### src/rtl/ppu_pkg.sv
// Shared PPU constants: mirroring modes, address-map fields and the palette alias rule.
package ppu_pkg;

   localparam logic [1:0] MIR_HORIZ   = 2'd0;
   localparam logic [1:0] MIR_VERT    = 2'd1;
   localparam logic [1:0] MIR_SNGL_LO = 2'd2;
   localparam logic [1:0] MIR_SNGL_HI = 2'd3;

   localparam logic [5:0] PAL_PAGE = 6'h3F;
   localparam logic [1:0] NT_BASE  = 2'b10;

   // Backdrop entries 0x10/14/18/1C share storage with 0x00/04/08/0C.
   function automatic logic [4:0] pal_alias(input logic [4:0] idx, input logic [4:0] mask);
      logic [4:0] p;
      p = idx & mask;
      if (p[4] && (p[1:0] == 2'b00)) p[4] = 1'b0;
      return p;
   endfunction

endpackage

### src/rtl/ppu_rr_arb.sv
// Round-robin arbiter over ch1..NUM_CH-1 with an absolute-priority override on ch0.
module ppu_rr_arb #(
   parameter int NUM_CH = 3,
   parameter int CH_W   = $clog2(NUM_CH)
) (
   input  logic              clk_in,
   input  logic              rst_n_in,
   input  logic [NUM_CH-1:0] req_in,
   output logic [NUM_CH-1:0] gnt_out,
   output logic [CH_W-1:0]   win_out
);

   logic [CH_W-1:0] ptr_q, ptr_d;
   logic [CH_W:0]   idx;
   logic            found;

   always_comb begin
      gnt_out = '0;
      win_out = '0;
      ptr_d   = ptr_q;
      idx     = '0;
      found   = 1'b0;
      if (rst_n_in) begin
         if (req_in[0]) begin
            gnt_out[0] = 1'b1;
         end else begin
            // Walk ch1..NUM_CH-1 starting at the pointer, wrapping past ch0.
            for (int i = 0; i < NUM_CH - 1; i++) begin
               idx = {1'b0, ptr_q} + (CH_W+1)'(i);
               if (idx >= (CH_W+1)'(NUM_CH)) idx = idx - (CH_W+1)'(NUM_CH - 1);
               if (!found && req_in[idx[CH_W-1:0]]) begin
                  found                   = 1'b1;
                  gnt_out[idx[CH_W-1:0]]  = 1'b1;
                  win_out                 = idx[CH_W-1:0];
                  ptr_d = (idx == (CH_W+1)'(NUM_CH - 1)) ? CH_W'(1) : idx[CH_W-1:0] + CH_W'(1);
               end
            end
         end
      end
   end

   always_ff @(posedge clk_in) begin
      if (!rst_n_in) ptr_q <= CH_W'(1);
      else           ptr_q <= ptr_d;
   end

endmodule

### src/rtl/ppu_vmem_arb.sv
// PPU video-memory controller: arbitration, address mirroring, palette RAM and a
// two-stage access pipeline, plus an independent render palette read port.
module ppu_vmem_arb
   import ppu_pkg::*;
#(
   parameter int NUM_CH    = 3,
   parameter int ADDR_W    = 14,
   parameter int DATA_W    = 8,
   parameter int PAL_DEPTH = 32,
   parameter int PAL_W     = 6
) (
   input  logic                     clk_in,
   input  logic                     rst_n_in,
   input  logic [1:0]               mirror_in,
   input  logic [NUM_CH-1:0]        req_in,
   input  logic [NUM_CH-1:0]        wr_in,
   input  logic [NUM_CH*ADDR_W-1:0] a_in,
   input  logic [NUM_CH*DATA_W-1:0] d_in,
   output logic [NUM_CH-1:0]        gnt_out,
   output logic [NUM_CH-1:0]        rvalid_out,
   output logic [DATA_W-1:0]        rd_out,
   input  logic [DATA_W-1:0]        vram_d_in,
   output logic [ADDR_W-1:0]        vram_a_out,
   output logic [DATA_W-1:0]        vram_d_out,
   output logic                     vram_wr_out,
   input  logic [4:0]               pal_idx_in,
   output logic [PAL_W-1:0]         pal_q_out
);

   localparam int         CH_W     = $clog2(NUM_CH);
   localparam int         PAL_AW   = $clog2(PAL_DEPTH);
   localparam logic [4:0] PAL_MASK = 5'(PAL_DEPTH - 1);

   logic [ADDR_W-1:0] a_ch [NUM_CH];
   logic [DATA_W-1:0] d_ch [NUM_CH];
   logic [CH_W-1:0]   win;
   logic [ADDR_W-1:0] a_sel, a_map;
   logic [DATA_W-1:0] d_sel;
   logic              wr_sel, any_gnt, is_pal, pal_we;
   logic [PAL_AW-1:0] pal_idx, rnd_idx;

   logic [PAL_W-1:0]  pal_mem [PAL_DEPTH];

   logic [ADDR_W-1:0] vram_a_q;
   logic [DATA_W-1:0] vram_d_q;
   logic              vram_wr_q;
   logic [PAL_W-1:0]  pal_q_q;
   logic              s1_vld_q, s2_vld_q, s1_pal_q, s2_pal_q;
   logic [CH_W-1:0]   s1_ch_q, s2_ch_q;
   logic [PAL_W-1:0]  s1_pdat_q, s2_pdat_q;

   genvar gi;
   generate
      for (gi = 0; gi < NUM_CH; gi++) begin : g_ch
         assign a_ch[gi]       = a_in[gi*ADDR_W +: ADDR_W];
         assign d_ch[gi]       = d_in[gi*DATA_W +: DATA_W];
         assign rvalid_out[gi] = s2_vld_q && (s2_ch_q == CH_W'(gi));
      end
   endgenerate

   ppu_rr_arb #(.NUM_CH(NUM_CH), .CH_W(CH_W)) u_arb (
      .clk_in   (clk_in),
      .rst_n_in (rst_n_in),
      .req_in   (req_in),
      .gnt_out  (gnt_out),
      .win_out  (win)
   );

   always_comb begin
      a_sel   = a_ch[win];
      d_sel   = d_ch[win];
      wr_sel  = wr_in[win];
      any_gnt = |gnt_out;
      is_pal  = (a_sel[13:8] == PAL_PAGE);
      a_map   = a_sel;
      if (!is_pal && (a_map[13:12] == 2'b11)) a_map = a_map & ADDR_W'(14'h2FFF);
      if (a_map[13:12] == NT_BASE) begin
         case (mirror_in)
            MIR_HORIZ: begin
               a_map[10] = a_map[11];
               a_map[11] = 1'b0;
            end
            MIR_VERT:    a_map[11]    = 1'b0;
            MIR_SNGL_LO: a_map[11:10] = 2'b00;
            default:     a_map[11:10] = 2'b01;
         endcase
      end
      pal_idx = PAL_AW'(pal_alias(a_sel[4:0], PAL_MASK));
      rnd_idx = PAL_AW'(pal_alias(pal_idx_in, PAL_MASK));
      pal_we  = any_gnt && wr_sel && is_pal;
   end

   // Palette storage is deliberately left out of reset.
   always_ff @(posedge clk_in) begin
      if (pal_we) pal_mem[pal_idx] <= d_sel[PAL_W-1:0];
      s1_pdat_q <= pal_mem[pal_idx];
   end

   always_ff @(posedge clk_in) begin
      if (!rst_n_in) begin
         vram_a_q  <= '0;
         vram_d_q  <= '0;
         vram_wr_q <= 1'b0;
         pal_q_q   <= '0;
         s1_vld_q  <= 1'b0;
         s2_vld_q  <= 1'b0;
         s1_pal_q  <= 1'b0;
         s2_pal_q  <= 1'b0;
         s1_ch_q   <= '0;
         s2_ch_q   <= '0;
         s2_pdat_q <= '0;
      end else begin
         vram_wr_q <= any_gnt && wr_sel && !is_pal;
         if (any_gnt) vram_a_q <= a_map;
         if (any_gnt && wr_sel && !is_pal) vram_d_q <= d_sel;
         pal_q_q   <= pal_mem[rnd_idx];
         s1_vld_q  <= any_gnt && !wr_sel;
         s1_pal_q  <= is_pal;
         s1_ch_q   <= win;
         s2_vld_q  <= s1_vld_q;
         s2_pal_q  <= s1_pal_q;
         s2_ch_q   <= s1_ch_q;
         s2_pdat_q <= s1_pdat_q;
      end
   end

   assign vram_a_out  = vram_a_q;
   assign vram_d_out  = vram_d_q;
   assign vram_wr_out = vram_wr_q;
   assign pal_q_out   = pal_q_q;
   // Palette reads substitute their own data for whatever the external bus returns.
   assign rd_out      = !s2_vld_q ? '0 : (s2_pal_q ? DATA_W'(s2_pdat_q) : vram_d_in);

endmodule

### config.mk
export PLATFORM = sky130hd
export DESIGN_NAME = ppu_vmem_arb
export DESIGN_NICKNAME = d
export VERILOG_FILES = /design/src/rtl/ppu_pkg.sv /design/src/rtl/ppu_rr_arb.sv /design/src/rtl/ppu_vmem_arb.sv
export SDC_FILE = /design/constraint.sdc
export NUM_CORES = 1
export LEC_CHECK = 0
export CORE_MARGIN = 2
export CORE_UTILIZATION = 46
export DETAILED_ROUTE_END_ITERATION = 10
export PLACE_DENSITY = 0.64
export SLEW_MARGIN = 0
export SYNTH_ARGS = -nofsm -noshare
export SYNTH_HDL_FRONTEND = slang
export SYNTH_SLANG_ARGS = --single-unit
export TNS_END_PERCENT = 100
### constraint.sdc
create_clock -name clk_in -period 6.39 [get_ports clk_in]
set_input_delay 1.278 -clock clk_in [delete_from_list [all_inputs] [get_ports clk_in]]
set_output_delay 1.278 -clock clk_in [all_outputs]
set_load 0.01 [all_outputs]
Word-level counts from Yosys, hierarchy flattened --
Memories as Yosys holds them, arrays and structs flattened. A register that Yosys moved wholly into a read port is not among the register bits. Cells that the tools add are included.
Storage, ports and cells: memories kept 1, word-level logic and storage cells 110, output and inout port bits 43, memory bits (writable) 192, register bits 39
Memories:
- pal_mem | depth 32, bits a word 6, rd ports 2, clocked after memory_dff 2, write ports 1, line ppu_vmem_arb.sv:42 | logic [PAL_W-1:0] pal_mem [PAL_DEPTH];
Operators by class: reductions and logical operators 24, order comparisons 8, bitwise logic cells 3, add/sub/neg operators 5, mux-type cells 49, eq/ne operators 9
Operator list (count):
- $mux W3 | 11
- $mux W8 | 4
- $bmux W14 S2 | 1
- $mux W14 | 2
- $mux W2 | 10
- $bmux W8 S2 | 1
- $logic_and A1 B1 Y1 | 13
- $mux W1 | 13
- $mux W13 | 1
- $lt A2 B3 Y1 const B | 3
- $eq A2 B2 Y1 const B | 4
- $logic_not A2 Y1 | 4
- $bmux W1 S2 | 3
- $eq A3 B2 Y1 const B | 2
- $eq A6 B6 Y1 const B | 1
- $add A2 B1 Y2 const B | 2
- $demux W1 S2 | 2
- $eq A2 B1 Y1 const B | 2
- $ge A2 B1 Y1 const B | 2
- $logic_not A1 Y1 | 4
- $add A2 B1 Y3 const B | 1
- $ge A3 B2 Y1 const B | 1
- $ge A3 B3 Y1 const B | 1
- $not A2 Y3 | 1
- 9 further kinds | 9

Logic depth before layout (Yosys ltp) --
Gate-level depths: netlist of the first run.
depth after elaboration 24, gate-level depth with buffers 12, depth with buffers taken out 8

Modules after synthesis --
From an unflattened synthesis of the first run, not the netlist that was laid out.
Second synthesis, totals: cell total of the unflattened synthesis 830, area total of the unflattened synthesis 11389.7 um2
Modules (own cells, without submodules):
- ppu_vmem_arb | times used 1, area an instance 11243.3 um2, cells an instance 813, seq. area each 6566.3 um2
- ppu_rr_arb | times used 1, area an instance 146.4 um2, cells an instance 17, seq. area each 40.0 um2

Worst setup path before layout of the first run --
No wires, ideal clock.
kind input-to-reg, start point input port rst_n_in, end point memory pal_mem[0][0] (data pin), buffers on the path 3, stages on the path 8, setup slack 2.410 ns, required time 5.991 ns, data arrival time 3.581 ns, cells stage by stage buf_4 -> and3b_1 -> buf_2 -> nand2_1 -> inv_1 -> buf_1 -> nand2_1 -> a31oi_1
On the way: cells in the longest elaborated chain, start to end 5
RTL lines:
- start, declared | line ppu_vmem_arb.sv:13 | input logic rst_n_in,
- $mux W2 | line ppu_rr_arb.sv:23 | if (rst_n_in) begin
- $not A2 Y3 (implied by the code) | line ppu_vmem_arb.sv:71 | d_sel = d_ch[win];
- $bmux W8 S2 | line ppu_vmem_arb.sv:71
- $mux W8 (implied by the code) (2 in a row) | line ppu_vmem_arb.sv:71
- net d_sel[0] | line ppu_vmem_arb.sv:38 | logic [DATA_W-1:0] d_sel;
- end, declared | line ppu_vmem_arb.sv:42
The timed path passes the listed nets, and every way through them passes these cells. The select of a mux whose other input is x is not followed.

Final worst setup path of the first run --
start point input port rst_n_in, end point memory pal_mem[25][5] (enable)
On the way: cells in the longest elaborated chain, start to end 9, elaborated cells on any way between the ends 17, those cells by class eq/ne: 1; mux: 10; bitwise: 1; reduce/logical: 5
RTL lines:
- $mux W2 | line ppu_rr_arb.sv:23
- $not A2 Y3 (implied by the code) | line ppu_vmem_arb.sv:70 | a_sel = a_ch[win];
- $bmux W14 S2 | line ppu_vmem_arb.sv:70
- $mux W14 (implied by the code) (2 in a row) | line ppu_vmem_arb.sv:70
- $eq A6 B6 Y1 | line ppu_vmem_arb.sv:74 | is_pal = (a_sel[13:8] == PAL_PAGE);
- $logic_and A1 B1 Y1 | line ppu_vmem_arb.sv:90 | pal_we = any_gnt && wr_sel && is_pal;
- $mux W1 | line ppu_vmem_arb.sv:95 | if (pal_we) pal_mem[pal_idx] <= d_sel[PAL_W-1:0];
- $mux W1 (implied by the code) | line ppu_vmem_arb.sv:95
Several ways; a longest one is shown, not always the timed one. The select of a mux whose other input is x is not followed.

==> summary.txt, run 1 <==
Timing
  • Final Hold Fails: 0
  • Final period util: 0.801
  • Setup_tns: 0 ns
  • Max Transition Viols Final: 0
  • Min Hold Slack: ~0.44 ns
  • Fmax: 0.195 GHz
  • Worst Tran Pin Value: ~1.4 ns
  • Min Clock Period, post-route: a little over 5 ns
  • Setup Viol. Count Final: 0
  • Clock Skew: between 0.01 and 0.015 ns
  • Setup ws final: about 1.3 ns
  • RSZ-0062 raised after global routing: no
  • Slew margin rel.: 0.0592

Run status
  • Run status: completed

Yosys
  • Synth Flop Type: edfxtp_1
  • Cell Area, Synth: ~11000 sq um
  • Synth top area share: 0.498
  • EDFF count, synth: between 150 and 200
  • Synth top area cells: edfxtp_1 50%, mux4_2 13%, dfxtp_1 9.4%
  • Syn_area_per_cell: 13.9 sq um
  • Syn Inst Count: 778
  • Asr flop ratio synth: 0
  • Seq/Total Area, Yosys: 0.592
  • Area leader, netlist: edfxtp_1
  • FF+latch count, synth: ~230
  • Ys Warns: 0
  • Netlist cell types: 59

Global routing
  • Grt total ovfl: 0
  • First-pass GRT wire length: 46900 microns
  • Initial antenna violation count: 0
  • Largest net degree at the start of global routing: 53
  • Vias in the first global route: 7605
  • Total track usage: 0.256

Min path
  • Hold path endpoint: s2_pal_q
  • Hold Path Depth: 1
  • Hold path start: s1_pal_q
  • Hold Path Class: flop to flop

CTS
  • CTS H-Tree Depth: 1
  • Post-CTS Hold Fix Bufs: 0
  • CTS clk-pin slew, worst paths: around 0.060 ns
  • Clock buffer depth: 3
  • Setup Buffers After CTS: 0
  • Clk_lat worst skew: 0.52 ns
  • Clock Sinks: around 230
  • TritonCTS Buffers: 24
  • Cts repair resizes: 0
  • CTS tree: built
  • CTS root buffer: clkbuf_16

Power and ir drop
  • Worst VDD drop: 0.000206 V
  • Total power draw: between 3 and 4 mW
  • Leak: around 4.4 nW
  • Power Dens Cells: 267 nW/um^2

Layout
  • Final core occ: 0.571
  • Final nets: between 900 and 1000
  • Finished Layout Cells: between 1000 and 1500
  • Fillcell total: 1878
  • Antenna cell count: 0
  • Cell area after layout: 13300 sq um
  • Synthesis-to-layout area growth: 22.7%
  • Ratio of cells with drive above 1 in the final layout: 0.177

Placement
  • Placed cell area: 12500 sq um
  • PortBufs: roughly 130
  • Pre-CTS setup slack: 0.882 ns
  • Placer Congestion: about 0.95
  • Placed Instances: 1201
  • Hpwl dp: 22700 microns

Detailed routing
  • Avg WL per Cell: between 20 and 30 microns
  • First-pass iteration count of the detailed router: 5
  • Antenna Violating Nets Remaining: 0
  • Wl on met1: 12700 microns
  • Routed vias: 7731
  • WL final: ~32000 microns
  • Drt via density: 6.21
  • DRC: 0
  • Drt initial violations: about 990
  • Highest routed metal layer: met4
  • Routed met3 length: 3340 microns
  • Met2 Wirelength: 14800 microns

Floorplanning
  • Core area: 23300 sq um
  • Initial Util: 0.465
  • Row Count: 56
  • Die W: 158 microns
  • I/O pins: 132
  • Die Y: 158 microns
  • Die Area: 24800 sq um

Critical path
  • Worst EP arrival: 5.26 ns
  • Worst R2R Path Depth: 8
  • Critical Setup Path Class: input pin to flop
  • Worst setup SP type: input pin
  • Reg2Reg Capture Point: pal_mem[27][1]
  • Crit Path Max Fanout: 26
  • Required @ worst endpoint: between 6 and 7 ns
  • Worst reg2reg setup slack: 2.45 ns
  • Critical R2R Launch: u_arb.ptr_q[0]
  • Setup crit end kind: flop

Flow run
  • Maxcap violations: 0
[final cells by class]
class                           instances  area, sq um  area share
Timing Repair Buffer                  151         1450       0.109
Clock inverter                         11         83.8     0.00630
Multi-Input combinational cell        490         4210       0.316
Clock buffer                           33          707      0.0531
Sequential cell                       231         6430       0.483
Inverter                               10         37.5     0.00282
Tap cell                              319          399      0.0300
[critical path: stages]
cell,delay [ns]
clkdlybuf4s50_1,0.50
buf_4,0.27
and3b_1,0.52
nand3_1,0.14
a31oi_1,0.46
nand2_1,0.20
nor3_1,0.54
nand3_1,0.55
nor3_1,0.80
[where the power goes]
| group | switching (mW) | internal [mW] |
|---|---|---|
| logic | 0.259 | 0.213 |
| clock network | 0.576 | 0.815 |
| registers | 0.0214 | 1.67 |
[state kept, by name (all words and copies together), names as in the netlist]
register / count
pal_mem: 180
vram_a_out: 14
vram_d_out: 8
pal_q_out: 6
s1_pdat_q: 6
s2_pdat_q: 6
s1_ch_q: 2
s2_ch_q: 2
u_arb.ptr_q: 2
s1_pal_q: 1
s1_vld_q: 1
s2_pal_q: 1
s2_vld_q: 1
vram_wr_out: 1
[synth_stat cells (5+ instances only)]
cell,instances
nor3_1,6
mux2_2,19
or3_1,6
nand2_1,63
clkbuf_1,32
a211oi_1,16
a21oi_1,19
dfxtp_1,51
o21ai_0,21
nand2b_1,9
a21boi_0,10
a31o_2,5
a22o_1,5
buf_2,12
a22oi_1,19
o22ai_1,5
nor2b_1,14
inv_1,9
mux2i_1,25
and2_1,13
nand3_1,31
edfxtp_1,180
a31oi_1,17
mux4_2,64
buf_1,9
and3b_1,6
a221oi_1,16
nor2_1,42
[metal layers]
metal  track usage  up-vias
met1         0.337     3805
li1              -     3338
met2         0.413      518
met5             0        -
met3        0.0558       70
met4         0.112        0
[cells in the final DEF, fill, tap and decap left out, types with 3 or more instances in the layout]
master and n:
a211o_1 4, a211oi_1 16, a21boi_0 10, a21oi_1 19, a221oi_1 16, a22o_1 5
a22oi_1 19, a31o_2 5, a31oi_1 11, a31oi_2 6, and2_1 13, and3b_1 6
buf_4 20, clkbuf_1 4, clkbuf_16 26, clkbuf_8 3, clkdlybuf4s50_1 129, clkinv_1 3
clkinv_2 4, conb_1 12, dfxtp_1 51, edfxtp_1 180, inv_1 9, mux2_1 4
mux2_2 19, mux2i_1 25, mux4_2 64, nand2_1 63, nand2b_1 9, nand3_1 31
nand4_1 4, nor2_1 42, nor2b_1 14, nor3_1 5, o21ai_0 20, o21ai_1 3
o22ai_1 5, o2bb2ai_1 4, o311ai_1 4, or3_1 6
[cells by family after synthesis]
family,after synthesis,share of synthesized area
buffers and inverters,68,0.0280
AO/OA/AOI/OAI,162,0.107
AND/OR/NAND/NOR,204,0.0929
multiplexers,112,0.180
other,1,0.000346
flip-flops,231,0.592
[worst max path at each step]
stage             start        endpoint  slack (ns)  cells after the start
6_report       rst_n_in  pal_mem[25][5]        1.27                      9
5_1_grt        rst_n_in  pal_mem[25][5]        1.12                      9
4_1_cts        rst_n_in      gnt_out[1]        1.40                      8
3_5_place_dp   rst_n_in  pal_mem[25][5]        0.88                      9
3_3_place_gp   rst_n_in  pal_mem[25][0]        1.07                      9
2_1_floorplan  rst_n_in   pal_mem[0][0]        2.41                      8
No activity file was read; power rests on OpenSTA's default activity.
==> run 2: changes to the inputs <==
==> constraint.sdc (replaced) <==
create_clock -name clk_in -period 5.1 [get_ports clk_in]
set_input_delay 1.02 -clock clk_in [delete_from_list [all_inputs] [get_ports clk_in]]
set_output_delay 1.02 -clock clk_in [all_outputs]
set_load 0.01 [all_outputs]
==> run 2 against run 1 <==
- via count increased by 0.16%
- worst setup slack worse by 0.54 ns
- wire length is 0.50% higher
- worst hold slack got worse by 0.0094 ns
- sequential power rose by 25%
- highest routed layer unchanged
==> summary.txt, run 2 (synthesis results as in run 1) <==
Critical path
  • Required @ worst endpoint: 5.49 ns
  • Worst setup startpoint: req_in[1]
  • Critical R2R Launch: u_arb.ptr_q[0]
  • Worst path cell trace: clkdlybuf4s50_1 > nand2b_1 > a21o_2 > inv_2 > o31a_2 > buf_4 > mux4_2 > a32o_1 > or4_1
  • Crit path buf inv count: 3
  • Setup crit end kind: flop
  • Crit Path Max Fanout: 22
  • Slowest cell on the critical path: mux4_2
  • Critical Setup Path Class: input pin to flop
  • Worst setup SP type: input pin
  • Worst reg2reg setup slack: 1.42 ns
  • Worst EP arrival: approximately 4.8 ns
  • Worst R2R Path Depth: 8
  • Levels on crit path: 9
  • CP max stage delay: 0.58 ns
  • Top delay family on crit path: buffers and inverters

Layout
  • Ratio of cells with drive above 1 in the final layout: 0.186
  • Commonest non-fill, non-tap cell in the layout: edfxtp_1
  • Synthesis-to-layout area growth: 23.4%
  • Final nets: 1010
  • Finished Layout Cells: 1259
  • Most frequent cells in the layout: 180 x edfxtp_1, 129 x clkdlybuf4s50_1, 64 x mux4_2, 63 x nand2_1, 51 x dfxtp_1
  • Most flop-heavy register: pal_mem
  • Antenna cell count: 0
  • Max reg flops: 180

Power and ir drop
  • Leak: between 4 and 5 nW
  • Seq pwr share: 0.478
  • Clk pwr share: 0.386
  • Psw: 1.07 mW
  • Worst VDD drop: 0.000239 V
  • Sw Ratio: 0.241
  • Combinational power share: 0.136
  • Pint: 3.36 mW
  • Power Dens Cells: 331 nW/um^2

Global routing
  • Vias in the first global route: 7620
  • Largest net degree at the start of global routing: 33
  • Grt total ovfl: 0
  • Total track usage: 0.258
  • First-pass GRT wire length: 47100 microns
  • Initial antenna violation count: 0

CTS
  • CTS tree: built
  • Clock buffer depth: 3
  • Clock Sinks: 231
  • CTS H-Tree Depth: 1
  • Setup Buffers After CTS: 0
  • Clk_lat worst skew: roughly 0.53 ns
  • CTS root buffer: clkbuf_16
  • TritonCTS Buffers: 25
  • Cts repair resizes: 0
  • Post-CTS Hold Fix Bufs: 0
  • CTS clk-pin slew, worst paths: 0.06 ns

Placement
  • Pre-CTS setup slack: 0.254 ns
  • Placed Instances: 1213
  • Hpwl dp: roughly 23000 microns
  • PortBufs: 131
  • Placer Congestion: 0.919

Flow run
  • Maxcap violations: 0

Floorplanning
  • Row Count: 56
  • Die Area: 24800 sq um
  • Core area: between 20000 and 25000 sq um
  • Die W: about 160 microns
  • I/O pins: 132
  • Die Y: 158 microns
  • Initial Util: 0.465

Detailed routing
  • WL final: 32300 microns
  • Avg WL per Cell: 25.6 microns
  • Antenna Violating Nets Remaining: 0
  • First-pass iteration count of the detailed router: 9
  • Drt initial violations: 921
  • Routed vias: between 7000 and 8000
  • DRC: 0
  • Drt via density: 6.15

Timing
  • Setup ws final: 0.726 ns
  • Clock Skew: 0.0156 ns
  • Min Hold Slack: between 0.4 and 0.5 ns
  • Max Transition Viols Final: 0
  • Final Hold Fails: 0
  • Slew margin rel.: 0.338
  • Setup Viol. Count Final: 0
  • RSZ-0062 raised after global routing: no
  • Min Clock Period, post-route: 4.37 ns
  • Worst Tran Pin Value: roughly 0.99 ns
  • Setup_tns: 0 ns
  • Final period util: 0.858
  • Fmax: 0.229 GHz

Min path
  • Hold path start: s1_pdat_q[4]
  • Hold Path Class: flop to flop
  • Hold Path Depth: 1

Run status
  • Run status: completed
## run 2: per-layer routing
metal | wire [microns] | share of wire | vias to the layer above | track usage
met5 | 0 | 0 | - | 0
met4 | 1340 | 0.041 | 0 | 0.0991
met3 | 3420 | 0.11 | 84 | 0.0608
met2 | 14600 | 0.45 | 495 | 0.412
met1 | 13000 | 0.40 | 3804 | 0.345
li1 | - | - | 3360 | -
## run 2: final cells by class
cell class                      instances  area (sq um)
Fill cell                            1835          9940
Timing Repair Buffer                  163          1540
Tap cell                              319           399
Inverter                               10          37.5
Clock inverter                          8          47.5
Multi-Input combinational cell        490          4210
Sequential cell                       231          6430
Clock buffer                           38           736
## run 2: power groups by stage
stage               Clock (mW)  Combinational [mW]  Sequential, mW
floorplan                    0               0.317            2.16
global placement             0               0.590            2.16
detailed placement           0               0.595            2.16
CTS                       1.74               0.598            2.12
global route              1.81               0.639            2.12
finish                    1.71               0.601            2.12
## run 2: final timing paths
path / to
setup / recovery: s1_pdat_q[2]
hold / removal: s2_pdat_q[4]
setup reg to reg: s1_pdat_q[2]
hold reg to reg: s2_pdat_q[4]
## run 2: per-stage QoR
stage	area (sq um)	util	total power, mW
after floorplan	10900	-	2.48
after global placement	12600	0.541	2.75
after detailed placement	12600	0.541	2.75
after CTS	13400	0.574	4.45
after global routing	13400	0.574	4.57
final	13400	0.574	4.43
